--- config.mk ---
export PLATFORM = sky130hd
export DESIGN_NAME = regfile_onehot_wr
export DESIGN_NICKNAME = d
export VERILOG_FILES = /design/src/rtl/regfile_onehot_wr_pkg.sv /design/src/rtl/regfile_onehot_wr_onehot_chk.sv /design/src/rtl/regfile_onehot_wr.sv
export SDC_FILE = /design/constraint.sdc
export NUM_CORES = 2
export LEC_CHECK = 0
export ABC_AREA = 1
export BUFFER_PORTS_ARGS = -buffer_cell sky130_fd_sc_hd__buf_4
export CAP_MARGIN = 15
export CORE_AREA = 2 2 292 294
export CTS_CLUSTER_SIZE = 20
export DETAILED_ROUTE_END_ITERATION = 6
export DIE_AREA = 0 0 294 296
export MAX_ROUTING_LAYER = met4
export PLACE_DENSITY = 0.86
export RECOVER_POWER = 25
export SLEW_MARGIN = 20
export SYNTH_ARGS = -nofsm -noshare
export SYNTH_HDL_FRONTEND = slang
export SYNTH_SLANG_ARGS = --single-unit
--- constraint.sdc ---
create_clock -name Clk -period 6 [get_ports Clk]
set_clock_uncertainty 0.2 [all_clocks]
set_input_delay 0.3 -clock Clk [delete_from_list [all_inputs] [get_ports Clk]]
set_output_delay 0.3 -clock Clk [all_outputs]
set_load 0.02 [all_outputs]
--- src/rtl/regfile_onehot_wr_pkg.sv ---
// Shared constants for the one-hot-write register file and its select checker.
// The REGFILE_BYPASS_EN macro, when defined, enables write-to-read forwarding in the top.
package regfile_onehot_wr_pkg;

    localparam int DATA_W   = 32;
    localparam int NREGS    = 32;
    localparam int ADDR_W   = 5;
    localparam int CNT_W    = 16;
    localparam int REG_ZERO = 0;

endpackage

--- src/rtl/regfile_onehot_wr_onehot_chk.sv ---
// One-hot checker: flags a vector with exactly one bit set and encodes that bit's index.
// The index is only meaningful when valid_o is high.
module onehot_chk #(
    parameter int N  = 32,
    parameter int AW = 5
) (
    input  logic [N-1:0]  vec_i,
    output logic          valid_o,
    output logic [AW-1:0] idx_o
);

    // Clearing the lowest set bit leaves zero only for a power of two.
    assign valid_o = (vec_i != '0) && ((vec_i & (vec_i - N'(1))) == '0);

    always_comb begin
        idx_o = '0;
        for (int i = 0; i < N; i++) begin
            if (vec_i[i]) begin
                idx_o = idx_o | AW'(i);
            end
        end
    end

endmodule

--- src/rtl/regfile_onehot_wr.sv ---
// 32-entry register file written through a one-hot select, with two combinational read ports.
// Define REGFILE_BYPASS_EN to forward same-cycle write data to matching read ports.
module regfile_onehot_wr
    import regfile_onehot_wr_pkg::*;
(
    input  logic              Clk,
    input  logic              Rst_n,
    input  logic              WrEn,
    input  logic [NREGS-1:0]  WrSel,
    input  logic [DATA_W-1:0] WrData,
    input  logic [ADDR_W-1:0] RdAdrA,
    input  logic [ADDR_W-1:0] RdAdrB,
    output logic [DATA_W-1:0] RdDataA,
    output logic [DATA_W-1:0] RdDataB,
    output logic              SelErr,
    output logic [CNT_W-1:0]  WrCount
);

    // Register 0 has no storage; reads of address 0 are forced to zero.
    logic [DATA_W-1:0] regs_q [1:NREGS-1];
    logic              sel_err_q, sel_err_d;
    logic [CNT_W-1:0]  wr_count_q, wr_count_d;

    logic              sel_ok;
    logic [ADDR_W-1:0] wr_idx;
    logic              wr_commit;

    onehot_chk #(
        .N  (NREGS),
        .AW (ADDR_W)
    ) u_onehot_chk (
        .vec_i   (WrSel),
        .valid_o (sel_ok),
        .idx_o   (wr_idx)
    );

    assign wr_commit = WrEn && sel_ok && (wr_idx != ADDR_W'(REG_ZERO));

    always_comb begin
        sel_err_d  = sel_err_q | (WrEn & ~sel_ok);
        wr_count_d = wr_count_q;
        if (wr_commit && (wr_count_q != '1)) begin
            wr_count_d = wr_count_q + CNT_W'(1);
        end
    end

    always_ff @(posedge Clk or negedge Rst_n) begin
        if (!Rst_n) begin
            for (int i = 1; i < NREGS; i++) begin
                regs_q[i] <= '0;
            end
            sel_err_q  <= 1'b0;
            wr_count_q <= '0;
        end else begin
            for (int i = 1; i < NREGS; i++) begin
                if (wr_commit && (wr_idx == ADDR_W'(i))) begin
                    regs_q[i] <= WrData;
                end
            end
            sel_err_q  <= sel_err_d;
            wr_count_q <= wr_count_d;
        end
    end

    always_comb begin
        RdDataA = '0;
        RdDataB = '0;
        for (int i = 1; i < NREGS; i++) begin
            if (RdAdrA == ADDR_W'(i)) RdDataA = regs_q[i];
            if (RdAdrB == ADDR_W'(i)) RdDataB = regs_q[i];
        end
`ifdef REGFILE_BYPASS_EN
        // wr_commit already excludes illegal selects and register 0.
        if (wr_commit && (RdAdrA == wr_idx)) RdDataA = WrData;
        if (wr_commit && (RdAdrB == wr_idx)) RdDataB = WrData;
`endif
    end

    assign SelErr  = sel_err_q;
    assign WrCount = wr_count_q;

endmodule

# Yosys cells after proc, flatten, opt, wreduce, memory -nomap -nowiden
# Cells that the tools add are included.
[word_totals] out_inout_bits=81 ff_bits=1009
[op_classes] mux=93 n_reduce_logical=38 addsub=2 n_eq_ne=94 bitwise_logic=4
[ops] op="32-bit two-way mux" count=62
[ops] op="5-bit equality test, second input constant" count=48
[ops] op="5-bit by 4-bit equality test with 1-bit output, second input constant" count=24
[ops] op="5-bit two-way mux" count=16
[ops] op="5-bit by 3-bit equality test with 1-bit output, second input constant" count=12
[ops] op="1-bit logical AND" count=35
[ops] op="32-bit AND" count=1
[ops] op="32-bit zero test" count=1
[ops] op="4-bit two-way mux" count=8
[ops] op="32-bit nonzero test" count=1
[ops] op="32-bit by 1-bit subtractor with 32-bit output, second input constant" count=1
[ops] op="5-bit by 2-bit equality test with 1-bit output, second input constant" count=6
[ops] op="16-bit by 1-bit adder with 16-bit output, second input constant" count=1
[ops] op="16-bit != test, second input constant" count=1
[ops] op="5-bit by 1-bit equality test with 1-bit output, second input constant" count=3
[ops] op="3-bit two-way mux" count=4
[ops] op="5-bit nonzero test" count=1
[ops] op="2-bit two-way mux" count=2
[ops] op="1-bit AND" count=1
[ops] op="1-bit two-way mux" count=1
[ops] op="1-bit NOT" count=1
[ops] op="1-bit bitwise OR" count=1

# Logic depth before layout (Yosys ltp)
[logic_depth] word_depth=34 ltp_mapped=23 depth_no_buf=22

# Modules after synthesis
# From an unflattened synthesis, not the netlist that was laid out.
[hier_totals] hier_cells=7297 hier_area_um2=52260.1
[by_module_without_submodules] module="regfile_onehot_wr" cells_per_inst=7120 seq_area_each_um2=25249.2 area_each_um2=51443.1 instances=1
[by_module_without_submodules] module="onehot_chk" cells_per_inst=177 seq_area_each_um2=0.0 area_each_um2=817.0 instances=1

# Least setup slack after synthesis
# OpenSTA, ideal clock, no wires.
[synth_path] kind="input to output" startpoint="in RdAdrB[0]" endpoint="out RdDataB[26]" path_slack_ns=2.853 path_stages=14 n_path_buf=2 t_arrival_ns=2.647 cell_sequence="clkbuf_1 nand2_1 nor3_1 inv_1 clkbuf_1 or2_2 nand2_1 nand4_1 nor3_1 nand4_1 nand2_1 nand4_1 nor2_1 nand4_1"
[synth_between] elab_chain_cells=32
[synth_rtl] element="from (decl)" line="regfile_onehot_wr.sv:12" rtl="input logic [ADDR_W-1:0] RdAdrB,"
[synth_rtl] element="5-bit by 1-bit equality test with 1-bit output" line="regfile_onehot_wr.sv:70" rtl="if (RdAdrB == ADDR_W'(i)) RdDataB = regs_q[i];"
[synth_rtl] element="32-bit two-way mux (30 in a row)" line="regfile_onehot_wr.sv:70"
[synth_rtl] element="32-bit two-way mux (*)" line="regfile_onehot_wr.sv:70"
[synth_rtl] element="to (decl)" line="regfile_onehot_wr.sv:14" rtl="output logic [DATA_W-1:0] RdDataB,"
# Mark *: on every way between the ends. The rest lies on a longest branch, timed or not.

# Final worst setup path
[layout_path] startpoint="in RdAdrA[2]" endpoint="out RdDataA[16]"
[layout_between] elab_chain_cells=32
[layout_rtl] element="from (decl)" line="regfile_onehot_wr.sv:11" rtl="input logic [ADDR_W-1:0] RdAdrA,"
[layout_rtl] element="5-bit by 1-bit equality test with 1-bit output" line="regfile_onehot_wr.sv:69" rtl="if (RdAdrA == ADDR_W'(i)) RdDataA = regs_q[i];"
[layout_rtl] element="32-bit two-way mux (30 in a row)" line="regfile_onehot_wr.sv:69"
[layout_rtl] element="32-bit two-way mux (*)" line="regfile_onehot_wr.sv:69"
[layout_rtl] element="to (decl)" line="regfile_onehot_wr.sv:13" rtl="output logic [DATA_W-1:0] RdDataA,"
# Marks and branches as above.

==> summary.md <==
| Metric | Value |
|---|---|
| Status | complete, but fails checks |
| Failing checks | max-capacitance violations, max-slew violations |
| Adder-cell share of the synthesized area | 0.000221 |
| P&R area growth vs syn | 9.83% |
| Drt first pass iters | 7 |
| CTS Sinks | around 1000 |
| Pleak | approximately 31 nW |
| DR vias/cell | 6.13 |
| GRT Total Usage | 0.420 |
| Critical path buffer and inverter count | 5 |
| FMAX | ~0.21 GHz |
| Critical path arrival | approximately 4.3 ns |
| Filler Cells Inserted | 6101 |
| Synth top area cells | dfrtp_1, nand2_1, nor2_1 |
| Routed wl met3 | about 22000 microns |
| Setup Crit Path Kind | in2out |
| Vias | 54700 |
| Overflow after GRT | 0 |
| Synth warn | 0 |
| Complex-gate fraction of the synthesized area | 0.114 |
| Count leader, synth | nand2_1 |
| Final GP Congestion | just under 1 |
| Vias in the first global route | 52100 |
| Setup slack at placement | approximately 1.3 ns |
| Drt total wl | between 150000 and 200000 microns |
| Clock slew at reported path FFs | ~0.06 ns |
| Die height | 296 microns |
| Antenna diode count | 0 |
| Final Worst Setup Slack | 1.25 ns |
| Synth cell types | 46 |
| Area share of the largest cell type after synthesis | 0.445 |
| WP data required | ~5.5 ns |
| Largest delay contributor family on the critical path | simple AND/OR/NAND/NOR gates |
| Proportion of synthesized area in mux cells | 0.00335 |
| Simple-gate share of the synthesized area | 0.327 |
| Largest family of logic cells by synthesized area | simple AND/OR/NAND/NOR gates |
| Worst min-delay path class | in2async |
| Top layer in use | met4 |
| DR iter-0 viols | between 7000 and 8000 |
| Maximum buffer depth of the clock tree | 3 |
| Synthesized Nets | between 7000 and 8000 |
| Worst Tran Pin Value | about 2.5 ns |
| Number of CTS-inserted buffers | around 110 |
| Worst Setup Start Kind | primary input |
| Clk root buf | clkbuf_16 |
| Largest net degree at the start of global routing | 176 |
| CP max FO | 35 |
| Post-synth ARST share | 1.00 |
| Sequential-to-total area share from yosys stat | 0.445 |
| Die footprint | roughly 87000 sq um |
| Max cap viols | 2 |
| CP Capture Type | primary output |
| Synth Cell Area | 56700 sq um |
| Final period util | 0.792 |
| M1 wire length | roughly 67000 microns |
| Die Wd | around 290 microns |
| Syn Inst Count | ~7800 |
| Post-synth top cells | nand2_1, dfrtp_1, nor2_1, inv_1, nand4_1 |
| I/O pin cnt | approximately 160 |
| Met2 WL | 80300 microns |
| Row cnt | approximately 110 |
| Post-synth EDFFs | 0 |
| Setup bufs post-CTS | 0 |
| Antenna violations before repair | 0 |
| Setup Viol. Count Final | 0 |
| Post-DRT Antenna Nets | 0 |
| Final net count | 7829 |
| Final-report max-slew violation count | 189 |
| CTS tree | built |
| Biggest cell delay along the critical path | roughly 0.64 ns |
| Crit-path cells | buf_4 > nor2_4 > buf_4 > nand2_1 > nor2_2 > buf_4 > inv_1 > or2_2 > nand2_1 > nand4_1 > nor2_1 > nand4_1 > nor2_1 > nand4_1 > nand2_1 > nand2_1 > buf_4 |
| Starting density of the core | 0.674 |
| VDD IR max | about 0.22 mV |
| Synthesis-stage register bit count | between 1000 and 1500 |
| Setup TNS | 0 ns |
| Wire per inst | around 20 microns |
| Slowest-stage cell, CP | nor2_4 |
| Core ar. | between 80000 and 90000 sq um |
| RSZ-0062 raised after global routing | false |
| Port Buffers | 157 |
| Worst-Skew Late Latency | just under 0.7 ns |
| Syn Area/Cell | 7.28 sq um |
| Ys flop type | dfrtp_1 |
| Area share of xor/xnor cells in the synthesized design | 0.00232 |
| Slew headroom | -0.699 |
| First-pass GRT wire length | ~280000 microns |
| Area leader, netlist | dfrtp_1 |
| Dpl hpwl | between 100000 and 150000 microns |
| DRC viols | 0 |
| Layout cells sized above 1 | 0.141 |
| H-tree levels | 3 |
| Minimum clock period | around 4.8 ns |
| P per Cell Area | roughly 240 nW/um^2 |
| Fin. Hold Viols | 0 |
[kinds of logic after synthesis]
group / Yosys count
DFF: 1009
and+or+nand+nor: 4169
AOI/OAI and AO/OA: 1096
muxes: 19
xor gates and xnor gates: 15
adders and majority gates: 1
buffers and inverters: 1482
[worst paths after layout]
path	startpoint	slack, ns	to	cells after the start
worst max-delay path	RdAdrA[2]	1.25	RdDataA[16]	17
worst min register to register	regs_q[500]$_DFFE_PN0P_	0.28	regs_q[500]$_DFFE_PN0P_	2
min in group Clk	WrData[27]	0.16	regs_q[411]$_DFFE_PN0P_	4
worst max register to register	WrCount[0]$_DFFE_PN0P_	3.40	WrCount[3]$_DFFE_PN0P_	10
worst min-delay path	Rst_n	0.05	WrCount[7]$_DFFE_PN0P_	2
max in group asynchronous	Rst_n	1.69	regs_q[568]$_DFFE_PN0P_	4
[what timing repair did]
action                                  in CTS  in global routing
endpoints found under the hold margin      187                  0
endpoints found under the setup margin       0                  0
resized for setup                            0                  0
hold buffers                                35                  0
[cell usage in the layout, fill, tap and decap left out, drive strengths merged, types with 2 or more instances in the layout]
master,Yosys,final
nand2,2150,2150
nor2,1234,1234
dfrtp,1009,1009
inv,973,974
nand4,579,579
o21ai,568,568
a21oi,505,505
buf,135,287
clkbuf,357,177
nand3,87,87
or2,61,61
clkinv,17,41
nor3,38,38
dlygate4sd3,0,35
mux2i,19,19
o2111ai,14,14
bufinv,0,12
nor4,11,11
xor2,10,10
nor3b,7,7
xnor2,5,5
clkinvlp,0,4
o22ai,2,2
o31ai,2,2
[registers in the layout, indices dropped and copies added, names as in the netlist]
register and count:
WrCount 16, regs_q 992, SelErr 1
[layer usage]
layer  vias up  track usage
li1      24500            -
met1     25700        0.537
met2      3755        0.635
met3       769       0.0921
met4         0        0.208
met5         -            -
[power by group]
group / switching [mW] / internal [mW]
combinational: 0.621 / 0.156
sequential: 0.0000000182 / 6.80
clock: 2.87 / 4.19
total: 3.49 / 11.2
[metrics by stage]
step / power [mW] / std cells / area [sq um] / hold WS, ns / utilization
after floorplan: 7.25 / 7791 / 56700 / -0.196 / -
after global placement: 7.66 / 8697 / 58300 / 0.187 / 0.692
after detailed placement: 7.66 / 8697 / 58300 / 0.197 / 0.692
after CTS: 14.6 / 8929 / 62400 / 0.0837 / 0.741
after global routing: 15.0 / 8929 / 62300 / 0.119 / 0.740
final: 14.6 / 8929 / 62300 / 0.0533 / 0.740
[cell type report]
class	count	area [sq um]	share of cell area
multi-input cells	5300	25500	0.409
inverters	990	3720	0.0597
clock inverters	41	584	0.00938
well taps	1090	1360	0.0219
flip-flops and latches	1009	25200	0.405
repair buffers	343	2730	0.0439
clock buffers	156	3180	0.0511
Note: power is estimated with default switching activity, not from simulation.
